`src/rtl/bsg_link_upstream_serializer.sv`:
```
// Purpose: slices one core word per handshake into beats_p beats across num_ch_p channels, gated by token credits.
// Latency: a word accepted at cycle t shows beat 0 at t+1 and its last beat at t+beats_p; back-to-back words have no bubble.
// Backpressure: 1-entry holding buffer; core_ready_o drops while it is full, unless it drains on a last-beat launch.
module bsg_link_upstream_serializer #(
  parameter int core_width_p  = 64,
  parameter int num_ch_p      = 2,
  parameter int ch_width_p    = 16,
  parameter int beats_p       = 2,
  parameter int credits_p     = 16,
  parameter int token_decim_p = 4,
  parameter int sent_width_p  = 7,
  localparam int cnt_width_lp  = $clog2(credits_p + 1),
  localparam int step_width_lp = (beats_p > 1) ? $clog2(beats_p) : 1
) (
  input  logic                           clk,
  input  logic                           rst,
  input  logic                           core_valid_i,
  input  logic [core_width_p-1:0]        core_data_i,
  output logic                           core_ready_o,
  input  logic                           io_token_i,
  output logic [num_ch_p-1:0]            io_valid_o,
  output logic [num_ch_p*ch_width_p-1:0] io_data_o,
  output logic [cnt_width_lp-1:0]        credit_cnt_o,
  output logic [sent_width_p-1:0]        sent_cnt_o,
  output logic [step_width_lp-1:0]       step_o,
  output logic                           error_o
);

  typedef enum logic {IDLE, SEND} state_e;

  localparam int beat_width_lp = num_ch_p * ch_width_p;
  localparam logic [step_width_lp-1:0] last_step_lp = step_width_lp'(beats_p - 1);

  if (core_width_p != num_ch_p * ch_width_p * beats_p) begin : g_bad_width
    $error("core_width_p must equal num_ch_p*ch_width_p*beats_p");
  end

  state_e                     state_q, state_d;
  logic [step_width_lp-1:0]   step_q, step_d;
  logic                       buf_full_q, buf_full_d;
  logic [core_width_p-1:0]    buf_q, buf_d;
  logic [core_width_p-1:0]    shift_q, shift_d;
  logic [core_width_p-1:0]    launch_word;
  logic [beat_width_lp-1:0]   io_data_q, io_data_d;
  logic [cnt_width_lp-1:0]    credit_q, credit_d;
  logic [sent_width_p-1:0]    sent_q, sent_d;
  logic                       error_q, error_d;
  logic                       launch_point, launch_from_buf, launch, accept;
  logic                       beat_load, overflow;
  logic [31:0]                credit_sum;

  // Launch decision: a new word may start when idle or on the last beat; an empty buffer lets the incoming word bypass it.
  always_comb begin
    launch_point    = (state_q == IDLE) || (step_q == last_step_lp);
    launch_from_buf = launch_point && buf_full_q && (credit_q != '0);
    launch          = launch_point && (buf_full_q || core_valid_i) && (credit_q != '0);
    core_ready_o    = !buf_full_q ||
                      ((state_q == SEND) && (step_q == last_step_lp) && launch_from_buf);
    accept          = core_valid_i && core_ready_o;
    launch_word     = buf_full_q ? buf_q : core_data_i;
  end

  // Holding buffer: drains on a launch from it, refills on any accept that is not bypassing straight to the shifter.
  always_comb begin
    buf_full_d = buf_full_q;
    buf_d      = buf_q;
    if (launch && buf_full_q) buf_full_d = 1'b0;
    if (accept && !(launch && !buf_full_q)) begin
      buf_full_d = 1'b1;
      buf_d      = core_data_i;
    end
  end

  // FSM next state and beat shifter: LSB beat goes out first, the rest is shifted down each beat.
  always_comb begin
    state_d   = state_q;
    step_d    = step_q;
    shift_d   = shift_q;
    io_data_d = io_data_q;
    beat_load = 1'b0;
    case (state_q)
      IDLE: begin
        if (launch) begin
          state_d   = SEND;
          step_d    = '0;
          io_data_d = launch_word[beat_width_lp-1:0];
          shift_d   = launch_word >> beat_width_lp;
          beat_load = 1'b1;
        end
      end
      SEND: begin
        if (step_q != last_step_lp) begin
          step_d    = step_q + step_width_lp'(1);
          io_data_d = shift_q[beat_width_lp-1:0];
          shift_d   = shift_q >> beat_width_lp;
          beat_load = 1'b1;
        end else if (launch) begin
          step_d    = '0;
          io_data_d = launch_word[beat_width_lp-1:0];
          shift_d   = launch_word >> beat_width_lp;
          beat_load = 1'b1;
        end else begin
          state_d = IDLE;
          step_d  = '0;
        end
      end
      default: state_d = IDLE;
    endcase
  end

  // Credit netting with clamp, sticky overflow error, and sent count bumped when a word's last beat is driven.
  always_comb begin
    credit_sum = 32'(credit_q) + (io_token_i ? 32'(token_decim_p) : 32'd0)
                 - (launch ? 32'd1 : 32'd0);
    overflow   = credit_sum > 32'(credits_p);
    credit_d   = overflow ? cnt_width_lp'(credits_p) : credit_sum[cnt_width_lp-1:0];
    error_d    = error_q | overflow;
    sent_d     = sent_q;
    if (beat_load && (step_d == last_step_lp)) sent_d = sent_q + sent_width_p'(1);
  end

  // State registers; reset discards any word in flight or buffered.
  always_ff @(posedge clk or posedge rst) begin
    if (rst) begin
      state_q    <= IDLE;
      step_q     <= '0;
      buf_full_q <= 1'b0;
      buf_q      <= '0;
      shift_q    <= '0;
      io_data_q  <= '0;
      credit_q   <= cnt_width_lp'(credits_p);
      sent_q     <= '0;
      error_q    <= 1'b0;
    end else begin
      state_q    <= state_d;
      step_q     <= step_d;
      buf_full_q <= buf_full_d;
      buf_q      <= buf_d;
      shift_q    <= shift_d;
      io_data_q  <= io_data_d;
      credit_q   <= credit_d;
      sent_q     <= sent_d;
      error_q    <= error_d;
    end
  end

  assign io_valid_o   = {num_ch_p{state_q == SEND}};
  assign io_data_o    = io_data_q;
  assign credit_cnt_o = credit_q;
  assign sent_cnt_o   = sent_q;
  assign step_o       = step_q;
  assign error_o      = error_q;

endmodule

```
`config.mk`:
```
export PLATFORM = sky130hd
export DESIGN_NAME = bsg_link_upstream_serializer
export DESIGN_NICKNAME = d
export VERILOG_FILES = /design/src/rtl/bsg_link_upstream_serializer.sv
export SDC_FILE = /design/constraint.sdc
export NUM_CORES = 1
export LEC_CHECK = 0
export ABC_AREA = 1
export BUFFER_PORTS_ARGS = -buffer_cell sky130_fd_sc_hd__buf_4
export CAP_MARGIN = 20
export CORE_MARGIN = 10
export CORE_UTILIZATION = 29
export CTS_BUF_LIST = sky130_fd_sc_hd__clkbuf_2
export CTS_CLUSTER_SIZE = 25
export DETAILED_ROUTE_END_ITERATION = 12
export GPL_TIMING_DRIVEN = 0
export PLACE_DENSITY_LB_ADDON = 0.15
export SLEW_MARGIN = 25
export SYNTH_ARGS = -nofsm -noshare
export SYNTH_HDL_FRONTEND = slang
export SYNTH_SLANG_ARGS = --single-unit
```
`constraint.sdc`:
```
create_clock -name clk -period 5.71 [get_ports clk]
set_input_delay 1.142 -clock clk [delete_from_list [all_inputs] [get_ports clk]]
set_output_delay 1.142 -clock clk [all_outputs]
set_load 0.03 [all_outputs]
```
* Word level (Yosys, flattened, before mapping)
Index checks and enable logic that the tools add are counted.
** Word-level totals
- Register bits :: 176
- Input port bits :: 68
- Output and inout port bits :: 49
- Word-level logic and storage cells :: 52
** Operators by class
- Add/sub/neg operators :: 4
- $lt $le $gt $ge :: 1
- Muxes and demuxes :: 18
- Bitwise operators :: 2
- Reductions and logical operators :: 18
** Operators by type and width (count)
- two-way mux 64 bit :: 3
- one-hot mux 64 bit (2 select lines) :: 1
- two-way mux 32 bit :: 2
- one-hot mux 32 bit (2 select lines) :: 1
- greater-than comparator 32 x 5 -> 1 bit (second input constant) :: 1
- logical AND 1 bit :: 11
- adder 7 x 1 -> 7 bit (second input constant) :: 1
- two-way mux 1 bit :: 7
- subtractor 6 x 1 -> 7 bit :: 1
- adder 5 x 3 -> 6 bit :: 1
- two-way mux 5 bit :: 1
- nonzero test 5 bit :: 1
- one-hot mux 1 bit (2 select lines) :: 2
- logical OR 1 bit :: 3
- two-way mux 3 bit :: 1
- zero test 1 bit :: 2
- nonzero test 2 bit :: 1
- adder 1 bit (second input constant) :: 1
- NOT 1 bit :: 1
- OR 1 bit :: 1

* Logic depth before layout (Yosys ltp)
- Word-level depth :: 9
- Mapped depth :: 17
- Depth with buffers taken out :: 17

* Least setup slack after synthesis
OpenSTA, ideal clock, no wires.
- Path kind :: input-to-reg
- From :: in core_valid_i
- To :: reg credit_q[0] (netlist: credit_cnt_o[0])
- Arrival time :: 2.985 ns
- Required time :: 5.638 ns
- Path slack :: 2.653 ns
- Stages on the path :: 15
- Path buffers :: 0
- Cells stage by stage :: nor2_1 > nor2_1 > nand2_1 > clkinv_1 > ha_1 > inv_1 > ha_1 > inv_1 > fa_1 > nand2_1 > nor2_1 > nand3_1 > nand3_1 > nand3_1 > nor2_1
** Between the ends
- Longest elaborated chain between the ends :: 7
** Ends and longest elaborated chain
- start: declaration :: RTL line 17 : input logic core_valid_i,
- logical OR 1 bit * :: RTL line 56 : launch = launch_point && (buf_full_q || core_valid_i) && (credit_q != '0);
- logical AND 1 bit * (2 in a row) :: RTL line 56
- two-way mux 1 bit * :: RTL line 114 : - (launch ? 32'd1 : 32'd0);
- subtractor 6 x 1 -> 7 bit * :: RTL line 114
- greater-than comparator 32 x 5 -> 1 bit :: RTL line 115 : overflow = credit_sum > 32'(credits_p);
- two-way mux 5 bit * :: RTL line 116 : credit_d = overflow ? cnt_width_lp'(credits_p) : credit_sum[cnt_width_lp-1:0];
- via credit_d[0] :: RTL line 45 : logic [cnt_width_lp-1:0] credit_q, credit_d;
- end signal: assignment :: RTL line 131 : credit_q <= cnt_width_lp'(credits_p);
- end signal: assignment :: RTL line 141 : credit_q <= credit_d;
- end: declaration :: RTL line 45
Mark *: on every way through the listed nets, which the timed path passes. The rest lies on a longest branch.
A chain may end at the register's enable or synchronous reset.

* Worst setup path after layout
- From :: reg credit_q[4] (netlist: credit_cnt_o[4])
- To :: out core_ready_o
** Between the ends
- Longest elaborated chain between the ends :: 4
** Ends and longest elaborated chain
- nonzero test 5 bit :: RTL line 55 : launch_from_buf = launch_point && buf_full_q && (credit_q != '0);
- logical AND 1 bit :: RTL line 55
- logical AND 1 bit :: RTL line 58 : ((state_q == SEND) && (step_q == last_step_lp) && launch_from_buf);
- logical OR 1 bit :: RTL line 57 : core_ready_o = !buf_full_q ||
- end: declaration :: RTL line 19 : output logic core_ready_o,
Every way passes these cells.

==> flow_metrics.tcl <==
set metrics [dict create \
    power.density_nw_per_um2 609 \
    setup_viol 0 \
    drive_gt1_share_pct 17.9 \
    place_congestion 0.806 \
    cts_buffers 17 \
    relSlewSlack_pct 58.1 \
    fin_tns_setup_ns 0 \
    status "completed" \
    antenna_found_initial 1 \
    clock_latency_ns 0.81 \
    fmax_mhz 268 \
    grt_max_degree 29 \
    area_growth_pct 21.1 \
    cp_data_required_time_ns 4.57 \
    syn_area_sq_um 8370 \
    grtUsageMet3_pct 2.97 \
    multiInputGateArea_sq_um 3340 \
    cp_slowest_cell "dfstp_2" \
    cts_resized 0 \
    ios 117 \
    crit_arrival_ns 2.59 \
    path_cells "inv_1 > nand3_1 > nand2_1 > nand2_1 > clkbuf_1 > buf_4" \
    cts_htree_levels 4 \
    cts_root_buf "clkbuf_2" \
    dp_cells 1578 \
    p_comb_share_pct 55.3 \
    cp_max_fo 10 \
    grt_pass1_vias 7312 \
    period_needed_ns 3.73 \
    critical_path_class "reg2out" \
    avgRoutedWirePerCell_microns 18.2 \
    drtAntennaViolNets 0 \
    switching_share_pct 50.6 \
    fin_util_pct 35.4 \
    gr-usage-met2_pct 26.3 \
    slowest_delay_ns 0.62 \
    internal_power_w 0.00305 \
    syn_nets 1148 \
    ir_drop_mv 0.184 \
    cap_violations 0 \
    drtIter0Drc 505 \
    die_x_microns 190 \
    top_usage_layer "met2" \
    path_delay_family "buffers and inverters" \
    seq_area_sq_um 4410 \
    start_util_pct 29.3 \
    routed_wirelength_microns 29300 \
    cts.reportedPaths.clkPinSlew_ns 0.34 \
    slew_violations 0 \
    synth_seq_cells 176 \
    cts_tree "done" \
    power_switching_w 0.00312 \
    dp_hpwl_microns 22300 \
    synth_area_leaders "dfrtp_1 (52%), nand2_1 (19%), nor2_1 (7.1%), nand4_1 (5.0%), inv_1 (3.0%)" \
    io_buffers 116 \
    viasPerCell 4.61 \
    yosysMostFrequentCell "nand2_1" \
    placeableCoreArea_sq_um 28600 \
    fin_skew_ns 0.0518 \
    crit_path_end_kind "primary output" \
    grt_use_total_pct 16.3 \
    final_nets 1290 \
    synth_area_leader_cell "dfrtp_1" \
    placement_rows 62 \
    synthArstFlopShare_pct 100 \
    syn_avg_cell_area_sq_um 7.82 \
    synth_edf_count 0 \
    die_y_microns 190 \
    vias 7441 \
    startpoint_type "flip-flop" \
    hp-class "in2async" \
    hold_violations 0 \
    die_area_sq_um 36100 \
    yosys-top-cells-count "nand2_1 (418), dfrtp_1 (175), nor2_1 (159)" \
    cts_buffer_depth 2 \
    tightest_slew_ns 0.629 \
    cts.sinks 176 \
    postCtsSetupBuffers 0 \
    seq_power_share_pct 32.9 \
    synth_warnings 0 \
    fill_cells 3038 \
    cts-hold-fix-buffers 0 \
    ys_types 26 \
    synth_top_cell_area_share_pct 52.3 \
    yosysSeqAreaShare_pct 52.6 \
    pwr-share-clk_pct 11.9 \
    critPathBufInv 3 \
    post-route-drc-count 0 \
    met1_usage_pct 22.1 \
    netlist_instances 1071 \
    ys.flop_type "dfrtp_1" \
    leakage_nw 5.35 \
    finalNonFillerCells 1613 \
    firstDrtPassIters 5 \
    holdWs_ns 0.192 \
    min_period_over_period_pct 65.4 \
    critPathMostFrequentCell "nand2_1" \
    overflow 0 \
    rsz0062_at_grt "no" \
    grt_pass1_wl_microns 44700 \
]
-- layer usage --
layer  vias to the layer above  routed length (microns)
met5                         -                        0
met2                       158                    13700
li1                       3662                        -
met4                         0                      417
met1                      3598                    14000
met3                        23                     1170
-- sequential cells by signal, summed over array words and instances (netlist names) --
| name | cells |
|---|---|
| state_q | 1 |
| shift_q | 64 |
| sent_cnt_o | 7 |
| error_o | 1 |
| io_data_o | 32 |
| buf_full_q | 1 |
| buf_q | 64 |
| credit_cnt_o | 5 |
| step_o | 1 |
-- cell usage in the layout, fill, tap and decap left out, drive strengths merged --
master / n
clkbuf: 27
or2: 8
o211ai: 3
nand2: 418
nand3b: 22
clkinvlp: 2
a21oi: 2
xnor2: 3
o22ai: 25
xor2: 3
fa: 1
dfrtp: 175
inv: 78
clkinv: 4
nor2: 160
nand3: 30
nand4: 67
bufinv: 2
dfstp: 1
buf: 184
diode: 3
ha: 8
o21ai: 3
-- layout make-up --
class,count,share of cell area (%)
clock inverter,15,1.70
multi-input combinational,753,32.9
sequential,176,43.4
inverter,71,2.66
antenna,3,0.0740
clock buffer,17,0.839
timing repair buffer,123,10.0
buffer,71,3.59
tap,384,4.74
-- power by group through the flow --
stage | logic, W | registers, W | clock network, W
finish | 0.00341 | 0.00203 | 0.000735
global route | 0.00381 | 0.00209 | 0.000808
CTS | 0.00346 | 0.00203 | 0.000751
detailed placement | 0.00345 | 0.00206 | 0
global placement | 0.00342 | 0.00205 | 0
floorplan | 0.00194 | 0.00228 | 0
-- logic make-up after synthesis --
logic type      after synthesis  share of synthesized area [%]
flops                       176                           52.6
fa+ha+maj                     9                           1.43
xor+xnor                      6                          0.628
buf+inv                     142                           7.53
compound gates               33                           2.44
simple gates                705                           35.4
-- stage by stage --
step | setup WS [ns] | area, sq um | total power [W]
5_1_grt | 1.77 | 10100 | 0.00671
3_5_place_dp | 1.91 | 9880 | 0.00550
4_1_cts | 1.95 | 10100 | 0.00624
6_report | 1.98 | 10100 | 0.00618
2_1_floorplan | 2.32 | 8380 | 0.00422
3_3_place_gp | 0.842 | 9730 | 0.00547
-- path summary, 6_finish.rpt --
kind	cells past startpoint	slack [ns]	endpoint	startpoint
worst max-delay path	6	1.98	core_ready_o	credit_cnt_o[4]
worst min-delay path	2	0.19	buf_q[21]	rst
worst max register to register	15	2.48	credit_cnt_o[0]	credit_cnt_o[1]
worst min register to register	1	0.49	sent_cnt_o[6]	sent_cnt_o[6]
max in group asynchronous	6	4.33	buf_q[51]	rst
min in group clk	1	0.49	sent_cnt_o[6]	sent_cnt_o[6]
Note: power is estimated with default switching activity, not from simulation.
